<file path="config.mk">
export PLATFORM = sky130hd
export DESIGN_NAME = instr_fifo_flat
export DESIGN_NICKNAME = d
export VERILOG_FILES = /design/src/rtl/instr_fifo_if.sv /design/src/rtl/instr_fifo.sv /design/src/flat_wrapper.sv
export SDC_FILE = /design/constraint.sdc
export NUM_CORES = 1
export LEC_CHECK = 0
export CORE_UTILIZATION = 50
export DETAILED_ROUTE_END_ITERATION = 16
export PLACE_DENSITY_LB_ADDON = 0.3
export SLEW_MARGIN = 25
export SYNTH_ARGS = -nofsm -noshare
export SYNTH_HDL_FRONTEND = slang
export SYNTH_SLANG_ARGS = --single-unit
</file>
<file path="constraint.sdc">
create_clock -name clk -period 12.75 [get_ports clk]
set_clock_uncertainty 0.2 [all_clocks]
set_input_delay 2.55 -clock clk [delete_from_list [all_inputs] [get_ports clk]]
set_output_delay 2.55 -clock clk [all_outputs]
set_load 0.05 [all_outputs]
</file>
<file path="src/rtl/instr_fifo_if.sv">
// instr_fifo_if: fetch -> queue -> decode handshake bundle.
//   master : the fetch/decode side (drives pushes, flush, dec_ready)
//   slave  : the queue itself (drives head entry, full flag, occupancy)
interface instr_fifo_if #(
   parameter int DEPTH   = 8,
   parameter int INSTR_W = 32,
   parameter int PC_W    = 32
);
   localparam int CW = $clog2(DEPTH) + 1;

   logic               fetch_valid;
   logic [INSTR_W-1:0] fetch_instr;
   logic [PC_W-1:0]    fetch_pc;
   logic               flush;
   logic               I_FIFO_Full;
   logic               dec_valid;
   logic [INSTR_W-1:0] dec_instr;
   logic [PC_W-1:0]    dec_pc;
   logic               dec_ready;
   logic [CW-1:0]      count;

   modport master (
      output fetch_valid, fetch_instr, fetch_pc, flush, dec_ready,
      input  I_FIFO_Full, dec_valid, dec_instr, dec_pc, count
   );

   modport slave (
      input  fetch_valid, fetch_instr, fetch_pc, flush, dec_ready,
      output I_FIFO_Full, dec_valid, dec_instr, dec_pc, count
   );
endinterface

</file>
<file path="src/rtl/instr_fifo.sv">
// instr_fifo: instruction/PC queue between fetch and decode.
//   clk, rst_n : clock, asynchronous active-low reset
//   bus        : instr_fifo_if.slave
//                fetch_valid/fetch_instr/fetch_pc  push side
//                dec_valid/dec_instr/dec_pc/dec_ready  pop side (valid/ready)
//                flush        empties the queue, beats any push/pop
//                I_FIFO_Full  DEPTH entries held (feeds fetch stall)
//                count        occupancy 0..DEPTH
// All outputs are functions of registered pointers/storage only.
module instr_fifo #(
   parameter int DEPTH   = 8,
   parameter int INSTR_W = 32,
   parameter int PC_W    = 32
) (
   input logic         clk,
   input logic         rst_n,
   instr_fifo_if.slave bus
);
   localparam int AW = $clog2(DEPTH);
   localparam int PW = AW + 1;
   localparam logic [PW-1:0] DEPTH_C = PW'(DEPTH);
   localparam logic [PW-1:0] ONE_C   = PW'(1);

   typedef struct packed {
      logic [INSTR_W-1:0] instr;
      logic [PC_W-1:0]    pc;
   } entry_t;

   // Storage is not reset; only the pointers define what is valid.
   entry_t        mem_q [DEPTH];

   // MSB of each pointer is a wrap bit: equal pointers = empty,
   // equal low bits with differing MSB = full.
   logic [PW-1:0] wr_ptr_q, wr_ptr_d;
   logic [PW-1:0] rd_ptr_q, rd_ptr_d;
   logic [PW-1:0] count_w;
   logic          empty_w, full_w;
   logic          push_w, pop_w;
   entry_t        head_w, wr_entry_w;

   assign count_w = wr_ptr_q - rd_ptr_q;
   assign empty_w = (wr_ptr_q == rd_ptr_q);
   assign full_w  = (count_w == DEPTH_C);

   // Full comes from registered state only, so a pop in the same cycle
   // cannot open room for a push (no dec_ready -> accept path).
   assign push_w = bus.fetch_valid && !full_w && !bus.flush;
   assign pop_w  = !empty_w && bus.dec_ready && !bus.flush;

   always_comb begin
      wr_ptr_d = wr_ptr_q;
      rd_ptr_d = rd_ptr_q;
      if (bus.flush) begin
         wr_ptr_d = '0;
         rd_ptr_d = '0;
      end else begin
         if (push_w) wr_ptr_d = wr_ptr_q + ONE_C;
         if (pop_w)  rd_ptr_d = rd_ptr_q + ONE_C;
      end
   end

   always_ff @(posedge clk or negedge rst_n) begin
      if (!rst_n) begin
         wr_ptr_q <= '0;
         rd_ptr_q <= '0;
      end else begin
         wr_ptr_q <= wr_ptr_d;
         rd_ptr_q <= rd_ptr_d;
      end
   end

   assign wr_entry_w.instr = bus.fetch_instr;
   assign wr_entry_w.pc    = bus.fetch_pc;

   always_ff @(posedge clk) begin
      if (push_w) mem_q[wr_ptr_q[AW-1:0]] <= wr_entry_w;
   end

   // No bypass: a pushed entry reaches the head one cycle after its edge.
   assign head_w = mem_q[rd_ptr_q[AW-1:0]];

   assign bus.dec_valid   = !empty_w;
   assign bus.dec_instr   = empty_w ? '0 : head_w.instr;
   assign bus.dec_pc      = empty_w ? '0 : head_w.pc;
   assign bus.count       = count_w;
   assign bus.I_FIFO_Full = full_w;
endmodule

</file>
<file path="src/flat_wrapper.sv">
// flat-port wrapper written by rule: the top's interface ports become plain ports
module instr_fifo_flat 
#(
   parameter int DEPTH   = 8,
   parameter int INSTR_W = 32,
   parameter int PC_W    = 32
)
  (clk, rst_n, bus_fetch_valid, bus_fetch_instr, bus_fetch_pc, bus_flush, bus_dec_ready, bus_I_FIFO_Full, bus_dec_valid, bus_dec_instr, bus_dec_pc, bus_count);
  instr_fifo_if #(.DEPTH(DEPTH), .INSTR_W(INSTR_W), .PC_W(PC_W)) bus_i ();
  input logic clk;
  input logic rst_n;
  input wire logic [$bits(bus_i.fetch_valid)-1:0] bus_fetch_valid;
  input wire logic [$bits(bus_i.fetch_instr)-1:0] bus_fetch_instr;
  input wire logic [$bits(bus_i.fetch_pc)-1:0] bus_fetch_pc;
  input wire logic [$bits(bus_i.flush)-1:0] bus_flush;
  input wire logic [$bits(bus_i.dec_ready)-1:0] bus_dec_ready;
  output wire logic [$bits(bus_i.I_FIFO_Full)-1:0] bus_I_FIFO_Full;
  output wire logic [$bits(bus_i.dec_valid)-1:0] bus_dec_valid;
  output wire logic [$bits(bus_i.dec_instr)-1:0] bus_dec_instr;
  output wire logic [$bits(bus_i.dec_pc)-1:0] bus_dec_pc;
  output wire logic [$bits(bus_i.count)-1:0] bus_count;
  assign bus_i.fetch_valid = bus_fetch_valid;
  assign bus_i.fetch_instr = bus_fetch_instr;
  assign bus_i.fetch_pc = bus_fetch_pc;
  assign bus_i.flush = bus_flush;
  assign bus_i.dec_ready = bus_dec_ready;
  assign bus_I_FIFO_Full = bus_i.I_FIFO_Full;
  assign bus_dec_valid = bus_i.dec_valid;
  assign bus_dec_instr = bus_i.dec_instr;
  assign bus_dec_pc = bus_i.dec_pc;
  assign bus_count = bus_i.count;
  instr_fifo #(.DEPTH(DEPTH), .INSTR_W(INSTR_W), .PC_W(PC_W)) u_core (.clk(clk), .rst_n(rst_n), .bus(bus_i));
endmodule
</file>
Yosys cells after proc, flatten, opt, wreduce, memory -nomap -nowiden
Memory sizes are Yosys's and may differ from the RTL's.
Index checks and enable logic that the tools add are counted.

cells by class
  add/sub/neg operators = 3
  eq/ne operators = 2
  multiplexer cells = 8
  reductions and logical operators = 9

operator list
  cell                 count
  $mux 32              2
  $mux 4               4
  $add 4x1->4 const B  2
  $eq 4x4->1           1
  $eq 4x4->1 const B   1
  $logic_and 1x1->1    4
  $reduce_bool 2->1    2
  $sub 4x4->4          1
  $logic_not 1->1      3
  $mux 1               2

storage, ports and cells
  bits in registers = 8
  RAM bits = 512
  bits of input ports = 69
  output and inout port bits = 70
  logic and storage cells = 25
  memories = 1

memory list
  memory        depth  width  read ports  clocked after memory_dff  wr ports  RTL line          text
  u_core.mem_q  8      64     1           0                         1         instr_fifo.sv:30  entry_t mem_q [DEPTH];

Logic depth before layout (Yosys ltp)
  word-level depth = 7
  mapped depth = 10
  depth with buffers taken out = 8

Least setup slack after synthesis
No wires, ideal clock.

  kind = input -> register
  start point = input port bus_flush
  end point = memory u_core.mem_q[0][0] (netlist name), enable pin
  setup time = 0.666 ns
  arrival time = 9.539 ns
  data required time = 11.884 ns
  setup slack = 2.345 ns
  stages = 3
  path buffers = 1
  cell sequence = clkbuf_1 nand2b_1 nor4b_1

between the ends
  word-level cells in the longest chain between the ends = 4

RTL lines
  what                          RTL line            text
  start: declaration            flat_wrapper.sv:15  input wire logic [$bits(bus_i.flush)-1:0] bus_flush;
  $logic_not 1->1               instr_fifo.sv:47    assign push_w = bus.fetch_valid && !full_w && !bus.flush;
  $logic_and 1x1->1             instr_fifo.sv:47
  $mux 1                        instr_fifo.sv:76    if (push_w) mem_q[wr_ptr_q[AW-1:0]] <= wr_entry_w;
  $mux 1 (not written as such)  instr_fifo.sv:76
  end: declaration              instr_fifo.sv:30

Every way passes these cells.

Worst setup path after layout
  start point = register u_core.rd_ptr_q[1]
  end point = output port bus_I_FIFO_Full

between the ends
  word-level cells in the longest chain between the ends = 2

RTL lines
  what                      RTL line            text
  start: declaration        instr_fifo.sv:35    logic [PW-1:0] rd_ptr_q, rd_ptr_d;
  start signal: assignment  instr_fifo.sv:68    rd_ptr_q <= rd_ptr_d;
  $sub 4x4->4               instr_fifo.sv:41    assign count_w = wr_ptr_q - rd_ptr_q;
  $eq 4x4->1                instr_fifo.sv:43    assign full_w = (count_w == DEPTH_C);
  end: declaration          flat_wrapper.sv:17  output wire logic [$bits(bus_i.I_FIFO_Full)-1:0] bus_I_FIFO_Full;

Every way passes these cells.

==> flow_metrics.tcl <==
set metrics [dict create \
    status "finished clean" \
    drt-initial-drc-count 785 \
    syn_to_final_growth_pct 18.76 \
    clock.fmax_mhz 142.3 \
    switching_share 0.3292 \
    wl_per_cell_um 24.47 \
    fin_cells 1685 \
    rsz0062_at_grt "no" \
    multi_input_area_um2 4194 \
    p_leak_nw 7.444 \
    area.sequential_um2 15580 \
    fillCellCount 2804 \
    cp-start-kind "register" \
    post-cts-setup-buffers 0 \
    clkSinkCount 520 \
    endpoint_kind "primary output" \
    rows 72 \
    tns_ps 0 \
    reg2reg_depth 8 \
    r2r-end "u_core.mem_q[1][51]" \
    post-dp-hpwl_um 21830 \
    cts_max_level 2 \
    track_usage 0.2059 \
    cts_buffers 51 \
    grt_pass1_wl_um 62580 \
    fin_nets 1199 \
    clkTransAtPathRegs_ps 60 \
    holdCritStartpoint "u_core.wr_ptr_q[3]" \
    cts_tree "built" \
    seq_area_frac_synth 0.7786 \
    combPwrFrac 0.308 \
    slew-limit-headroom 0.3364 \
    hold_end "u_core.wr_ptr_q[3]" \
    portBuffers 138 \
    ios 139 \
    arrival_ps 4280 \
    cts_resized 0 \
    tightest_slew_ps 995.3 \
    synthCells 965 \
    coreArea_um2 39100 \
    hp-class "register to register" \
    die_area_um2 40810 \
    synth-seq-cells 520 \
    grt_overflow 0 \
    vias 9857 \
    dp_slack_ps 6264 \
    yosysWarnings 0 \
    crit_fanout 60 \
    grt_pass1_vias 10170 \
    gp_congestion 0.7844 \
    finalWirelength_um 41230 \
    required_ps 10000 \
    holdBufCountCts 0 \
    via_per_inst 5.850 \
    r2r-start "u_core.rd_ptr_q[1]" \
    vdd_drop_max_v 0.0001724 \
    clockBufferDepth 3 \
    setup_ws_ps 5723 \
    p_int_mw 3.458 \
    die_h_um 202.0 \
    grt_start_max_net_pins 106 \
    drc 0 \
    netlist_area_um2 20000 \
    clkLatencyLatePin_ps 560 \
    drt_first_pass_iters 5 \
    ys_types 39 \
    ant_nets 0 \
    avgSynthCellArea_um2 20.73 \
    start_util 0.5116 \
    antenna_found_initial 2 \
    final_hold_viol_count 0 \
    drv_slew 0 \
    cap_violations 0 \
    seqPwrFrac 0.395 \
    holdPathStages 2 \
    root_buffer "clkbuf_16" \
    p_sw_mw 1.697 \
    worst-r2r-setup-slack_ps 8360 \
    fin_hold_ws_ps 375.6 \
    syn-num-nets 1040 \
    setup_viol 0 \
    drive_gt1_frac 0.2052 \
    critical_path_class "register to primary output" \
    fin_crit_ps 7027 \
    clockPowerShare 0.297 \
    p_per_area_nw_per_um2 217.0 \
    die_w_um 202.0 \
    final.period_utilization 0.5511 \
    dp_cells 1589 \
]
worst max-delay path: stages (launching register included):
cell	delay (ps)
dfrtp_4	1010
inv_1	200
fa_1	480
xor2_1	170
or3_1	450
nor3_4	500
clkdlybuf4s50_1	910
through the flow:
step	cell area [um^2]	utilization	total power [mW]
after floorplan	20000	-	3.183
after global placement	22010	0.5629	3.659
after detailed placement	22030	0.5636	3.678
after CTS	23750	0.6075	5.204
after global routing	23750	0.6076	5.344
final	23760	0.6076	5.156
worst max-delay path by stage:
stage | startpoint | slack, ps | endpoint | cells after the start
5_1_grt | u_core.rd_ptr_q[1] | 5530 | bus_I_FIFO_Full | 6
4_1_cts | u_core.rd_ptr_q[1] | 5660 | bus_I_FIFO_Full | 6
3_5_place_dp | u_core.rd_ptr_q[1] | 6260 | bus_I_FIFO_Full | 6
6_report | u_core.rd_ptr_q[1] | 5720 | bus_I_FIFO_Full | 6
3_3_place_gp | u_core.rd_ptr_q[1] | 6300 | bus_I_FIFO_Full | 6
2_1_floorplan | bus_flush | 2340 | u_core.mem_q[0][0] | 3
layout make-up:
cell class              instances  share of cell area
flip-flops and latches        520              0.6560
inverters                       8            0.001264
repair buffers                160             0.06647
multi-input cells             383              0.1765
clock inverters                35             0.01548
clock buffers                  59             0.05678
well taps                     518             0.02728
diodes                          2           0.0002107
sequential cells by signal, indices dropped and copies added, names as in the netlist:
signal / flops
u_core.mem_q: 512
u_core.rd_ptr_q: 4
u_core.wr_ptr_q: 4
power groups by stage:
| stage | logic, mW | registers, mW | clock network [mW] |
|---|---|---|---|
| 6_report | 1.59 | 2.04 | 1.53 |
| 3_3_place_gp | 1.59 | 2.07 | 0 |
| 5_1_grt | 1.67 | 2.05 | 1.62 |
| 4_1_cts | 1.61 | 2.04 | 1.56 |
| 3_5_place_dp | 1.60 | 2.07 | 0 |
| 2_1_floorplan | 1.14 | 2.05 | 0 |
per-layer routing:
layer | global-route usage | share of wire | vias up
met4 | 0.06953 | 0.028 | 2
li1 | - | - | 4239
met2 | 0.3087 | 0.47 | 357
met5 | 0 | 0.00032 | -
met3 | 0.03692 | 0.067 | 81
met1 | 0.3085 | 0.44 | 5178
synth_stat cells, drive strengths merged:
library cell,n,area (um^2)
nand3b,2,15.01
o311ai,1,8.760
edfxtp,512,15370
mux4,128,2883
dfrtp,8,200.2
nor2b,2,12.51
clkbuf,26,97.59
ha,5,62.56
nand3,2,10.01
nor2,8,30.03
mux2,1,11.26
a221oi,1,15.01
nor3b,1,7.510
a21oi,68,340.3
nor4b,1,8.760
and3,2,12.51
fa,1,20.02
or4,1,7.510
o2bb2ai,1,8.760
or3b,1,8.760
nor3,4,31.28
xor2,3,26.28
o2111ai,1,8.760
nand2,132,495.5
o21ai,2,10.01
or3,1,6.260
buf,28,161.4
nor4,4,25.02
nand2b,3,18.77
nand4,1,6.260
mux2i,1,10.01
inv,8,30.03
o211ai,2,15.01
o31ai,1,7.510
xnor2,2,17.52
kinds of logic after synthesis:
family	count (synthesis)	share of synthesized area
multiplexers	130	0.1452
flip-flops	520	0.7786
adder cells (fa/ha/maj)	6	0.004128
AO/OA/AOI/OAI	77	0.02070
XOR/XNOR	5	0.002190
buffers and inverters	62	0.01445
AND/OR/NAND/NOR	165	0.03478
cell usage in the layout, fill, tap and decap left out, drive strengths merged, types with 2 or more instances in the layout:
master	n
mux4	128
nor2	8
edfxtp	512
clkbuf	59
ha	5
clkinvlp	4
nor3	4
o211ai	2
nand3	2
buf	22
diode	2
clkinv	23
nor4	4
nor2b	2
o21ai	2
nand3b	2
a21oi	68
xor2	3
nand2	132
inv	8
nand2b	3
and3	2
clkdlybuf4s50	138
xnor2	2
bufinv	8
dfrtp	8
Note: power is estimated with default switching activity, not from simulation.
==> edit 1: new RTL, same settings <==
`DEPTH` is set to 8 in 3 places; all go to 16.
--- a/src/rtl/instr_fifo_if.sv
+++ b/src/rtl/instr_fifo_if.sv
@@ -3,5 +3,5 @@
 //   slave  : the queue itself (drives head entry, full flag, occupancy)
 interface instr_fifo_if #(
-   parameter int DEPTH   = 8,
+   parameter int DEPTH   = 16,
    parameter int INSTR_W = 32,
    parameter int PC_W    = 32
--- a/src/rtl/instr_fifo.sv
+++ b/src/rtl/instr_fifo.sv
@@ -9,5 +9,5 @@
 // All outputs are functions of registered pointers/storage only.
 module instr_fifo #(
-   parameter int DEPTH   = 8,
+   parameter int DEPTH   = 16,
    parameter int INSTR_W = 32,
    parameter int PC_W    = 32
--- a/src/flat_wrapper.sv
+++ b/src/flat_wrapper.sv
@@ -2,5 +2,5 @@
 module instr_fifo_flat 
 #(
-   parameter int DEPTH   = 8,
+   parameter int DEPTH   = 16,
    parameter int INSTR_W = 32,
    parameter int PC_W    = 32
Ports: changed (resized bus_count); port bits go from 139 to 140. The function was not compared with the original's and may differ.
==> edit 1 against the original RTL <==
- synthesized area up 98%
- sequential cell count rose by 514
- non-clock buffer count is 19 higher
- total power grew 70%
- worst setup slack got worse by 1100 ps
- wire length rose by 110%
- final area increased by 93%
- critical path depth grew 1
- critical path type unchanged
==> edit 1: results (changes against the original RTL) <==
Antenna cells = 1 (-1)
DRT iter0 DRCs = 1773 (+130%)
First-pass GRT wire length = 126000 um (+100%)
Non-Filler Instances = 2924 (+74%)
Synth Net Count = 1676 (+61%)
Final HPWL DP = 42300 um (+94%)
Clock buffers = 120 (+100%)
PortBufs = 139 (+0.72%)
Largest register FFs = 1024 (+100%)
NonClk Buf Share = 3.80% (-2.9 points)
Critical path peak fanout = 46 (-23%)
Dpl cells = 2734 (+72%)
Area of the multi-input gates = 8270 sq um (+97%)
Post-synth EDFFs = 1024 (+100%)
M1 wire length = 34900 um (+94%)
Sequential Area = 31000 sq um (+99%)
Initial antenna violation count = 5 (+3)
Non-clk invs = 9 (+1)
Unique masters post-synth = 30 (-23%)
Top cells by count, synth = 1024 x edfxtp_1, 320 x mux4_2, 66 x and2_1, 43 x clkbuf_1, 25 x buf_6
Status = completed
Layout cell share with drive strength beyond 1 = 28.1% (+7.6 points)
Skew-Pair Late Insertion Delay = 640 ps (+80 ps)
Worst Tran Pin Value = 1090 ps (+91.2 ps)
Setup WS pre-CTS = 5050 ps (-1220 ps)
Vias per inst = 6.05 (+3.5%)
Area Overhead vs Synth = 15.2%
FP Rows = 102 (+42%)
Vias in the first global route = 18600 (+83%)
Flops & latches, synth = 1034 (+99%)
GRT Total Usage = 21.5% (+0.87 points)
Arr. time, crit path = 5410 ps (+1130 ps)
Gate power share = 21.4% (-9.4 points)
Htree depth = 3 (+1)
-- edit 1: cell count changes after synthesis, moves of 5 or more --
| cell | before | now |
|---|---|---|
| edfxtp_1 | 512 | 1024 |
| nor3_1 | 3 | 9 |
| nand2_1 | 132 | 10 |
| clkbuf_1 | 26 | 43 |
| mux4_2 | 128 | 320 |
| buf_4 | 8 | 0 |
| nand3_1 | 2 | 9 |
| nor2_1 | 8 | 13 |
| buf_6 | 1 | 25 |
| a21oi_1 | 68 | 9 |
| buf_2 | 15 | 10 |
| and2_1 | 0 | 66 |
-- edit 1: worst paths after layout --
check | start | endpoint | depth (start not counted) | slack (ps)
hold / removal | u_core.wr_ptr_q[4] | u_core.wr_ptr_q[4] | 2 | 380
min in group asynchronous | rst_n | u_core.wr_ptr_q[0] | 1 | 2030
hold reg to reg | u_core.wr_ptr_q[4] | u_core.wr_ptr_q[4] | 2 | 380
max in group asynchronous | rst_n | u_core.rd_ptr_q[1] | 1 | 9960
setup / recovery | u_core.rd_ptr_q[0] | bus_dec_instr[6] | 7 | 4590
setup reg to reg | u_core.rd_ptr_q[0] | u_core.mem_q[8][10] | 10 | 7510
-- edit 1: cell families (layout without fill, tap and decap cells) --
family	count (synthesis)	count (layout)	synth area share, %
flip-flops	1034	1034	78.1
AO/OA/AOI/OAI	18	18	0.277
AND/OR/NAND/NOR	119	119	1.69
buffers and inverters	91	377	1.36
XOR/XNOR	4	4	0.0882
multiplexers	321	321	18.2
adder cells (fa/ha/maj)	10	10	0.334
other	0	1	0
-- edit 1: worst min-delay path: cells and delay by family, from the launching register on --
family          cells  cell delay (ps)
compound gates      2              140
flops               1              400
-- edit 1: layer usage --
layer	track usage [%]	vias to the layer above
li1	-	7282
met5	0	-
met3	3.26	118
met4	5.74	6
met1	29.6	9659
met2	36.0	633
==> edit 2: new RTL, same settings <==
Made on the original files. Make the reset (`rst_n`) synchronous in one clocked block. Comments in the files are not updated.
--- a/src/rtl/instr_fifo.sv
+++ b/src/rtl/instr_fifo.sv
@@ -60,5 +60,5 @@
    end
 
-   always_ff @(posedge clk or negedge rst_n) begin
+   always_ff @(posedge clk) begin
       if (!rst_n) begin
          wr_ptr_q <= '0;
Function: differs if rst_n is asserted again (counterexample within 4 cycles, from zero or initial values and one cycle with rst_n low); with rst_n held inactive, the same outputs for 4 cycles.
==> edit 2 against the original RTL <==
- worst hold slack got worse by 70 ps
- worst setup slack better by 25 ps
- critical endpoint is now bus_dec_pc[0]
- fmax is 0.35% higher
- critical path type unchanged
- sequential cell count is 3 higher
- highest routed layer unchanged
- final area is 0.90% lower
- count of clock-buffer cells in the layout up 15
- wire length down 7.0%
- synthesized area decreased by 0.14%
Power is not compared: it rests on default switching activity, and its combinational part moved more than twofold at a synthesized area within 25%.
==> edit 2: results (changes against the original RTL) <==
Layout cell share with drive strength beyond 1 = 20.9% (+0.38 points)
Max-Slew Margin vs Limit = 29.4% (-4.3 points)
Initial antenna violation count = 1 (-1)
Htree depth = 2 (unchanged)
Largest net degree at the start of global routing = 73 (-31%)
PortBufs = 138 (unchanged)
DR vias = 9047 (-8.2%)
Unique masters post-synth = 33 (-15%)
Clock Tree Buf Depth = 3 (unchanged)
Async set-or-reset flop fraction in the synthesized netlist = 0% (-1.5 points)
Final HPWL DP = 20500 um (-6.1%)
Clk slew on worst S/H paths = 60 ps (about the same)
Top cells by count, synth = 512 x edfxtp_1, 128 x mux4_2, 75 x nor2_1, 65 x mux2i_1, 25 x clkbuf_1
Setup WS pre-CTS = 6230 ps (-35.6 ps)
Arr. time, crit path = 4250 ps (-30 ps)
Skew-Pair Late Insertion Delay = 560 ps (about the same)
Status = completed
# fillers = 2722 (-2.9%)
Worst min-delay path class = flip-flop to flip-flop
Pre-Repair DR Iteration Count = 5 (unchanged)
Antenna cells = 0 (-2)
Critical path peak fanout = 37 (-38%)
Post CTS Setup Buffer Count = 0 (unchanged)
GRT Total Usage = 19.4% (-1.2 points)
Vias in the first global route = 9794 (-3.7%)
First-pass GRT wire length = 59000 um (-5.8%)
Top post-synthesis cells by area = edfxtp_1 77%, mux4_2 14%, mux2i_1 3.3%
CTS resizes = 0 (unchanged)
VDD IR-drop max = 118 uV
Synth Net Count = 960 (-7.7%)
Leak Pwr = 7.10 nW
Clock buffer count from CTS = 52 (+2.0%)
Wirelength per Cell = 23.8 um (-2.9%)
Root Buffer = clkbuf_16
DRT iter0 DRCs = 598 (-24%)
Area post-placement = 22000 sq um (about the same)
NumNets Final = 1129 (-5.8%)
Seq/Total Area, Yosys = 78.1% (+0.21 points)
Gp weighted congestion = 0.727 (-7.3%)
Synth warn = 0 (unchanged)
-- edit 2: changes by cell type in the layout (fill, tap and decap cells not counted), moves of 3 or more --
cell       before  now
dfxtp_1         0    8
dfxtp_4         0    3
clkbuf_1        6   21
nor2_1          7   75
bufinv_16       8    0
xnor2_1         2    5
dfrtp_1         5    0
a21oi_1        68    3
clkinv_1       14   11
mux2i_1         1   65
nand2_1       132    2
-- edit 2: cell type report --
| type | count | area, sq um | area share [%] |
|---|---|---|---|
| sequential | 523 | 15600 | 66.3 |
| multi-input combinational | 310 | 4220 | 17.9 |
| timing repair buffer | 158 | 1530 | 6.50 |
| clock buffer | 74 | 1410 | 5.97 |
| tap | 518 | 648 | 2.75 |
| clock inverter | 22 | 101 | 0.430 |
| inverter | 9 | 33.8 | 0.143 |
-- edit 2: worst max-delay path, stage by stage, from the launching register on --
cell and delay, ps:
dfxtp_4 610, buf_4 670, buf_4 710, mux4_2 580, mux2i_1 180, nor2_1 120
clkdlybuf4s50_1 750
-- edit 2: worst paths after layout --
check                                        start             endpoint  slack (ps)  depth (start not counted)
worst min-delay path            u_core.rd_ptr_q[3]   u_core.rd_ptr_q[3]         310                          2
worst max register to register  u_core.wr_ptr_q[0]  u_core.mem_q[6][13]        8910                         10
worst max-delay path                     flip-flop        bus_dec_pc[0]        5750                          6
worst min register to register  u_core.rd_ptr_q[3]   u_core.rd_ptr_q[3]         310                          2
-- edit 2: cells by family after synthesis --
kind of cell | after synthesis | synth area share (%)
flops | 523 | 78.1
mux | 194 | 17.8
buf+inv | 52 | 1.06
xor+xnor | 6 | 0.263
simple gates | 97 | 2.13
fa+ha+maj | 6 | 0.413
compound gates | 7 | 0.307
-- edit 2: metal layers --
metal / global-route usage [%] / vias to the layer above / part of all wire, %
met5: 0 / - / 0.034
met4: 4.38 / 2 / 1.3
met3: 3.64 / 46 / 5.6
met2: 33.1 / 241 / 51
met1: 26.2 / 4739 / 42
li1: - / 4019 / -
-- edit 2: power by group --
part | switching (mW) | internal, mW | total [mW]
Clock | 0.591 | 0.764 | 1.35
Combinational | 0.118 | 0.0720 | 0.190
Sequential | 0.00479 | 1.90 | 1.91
-- edit 2: per-stage QoR --
stage	utilization [%]	power (mW)	instances	hold WS [ps]
2_1_floorplan	-	2.05	885	271
3_3_place_gp	56.5	2.13	1518	283
3_5_place_dp	56.5	2.14	1518	297
4_1_cts	60.4	3.49	1614	309
5_1_grt	60.4	3.56	1614	324
6_report	60.4	3.45	1614	305
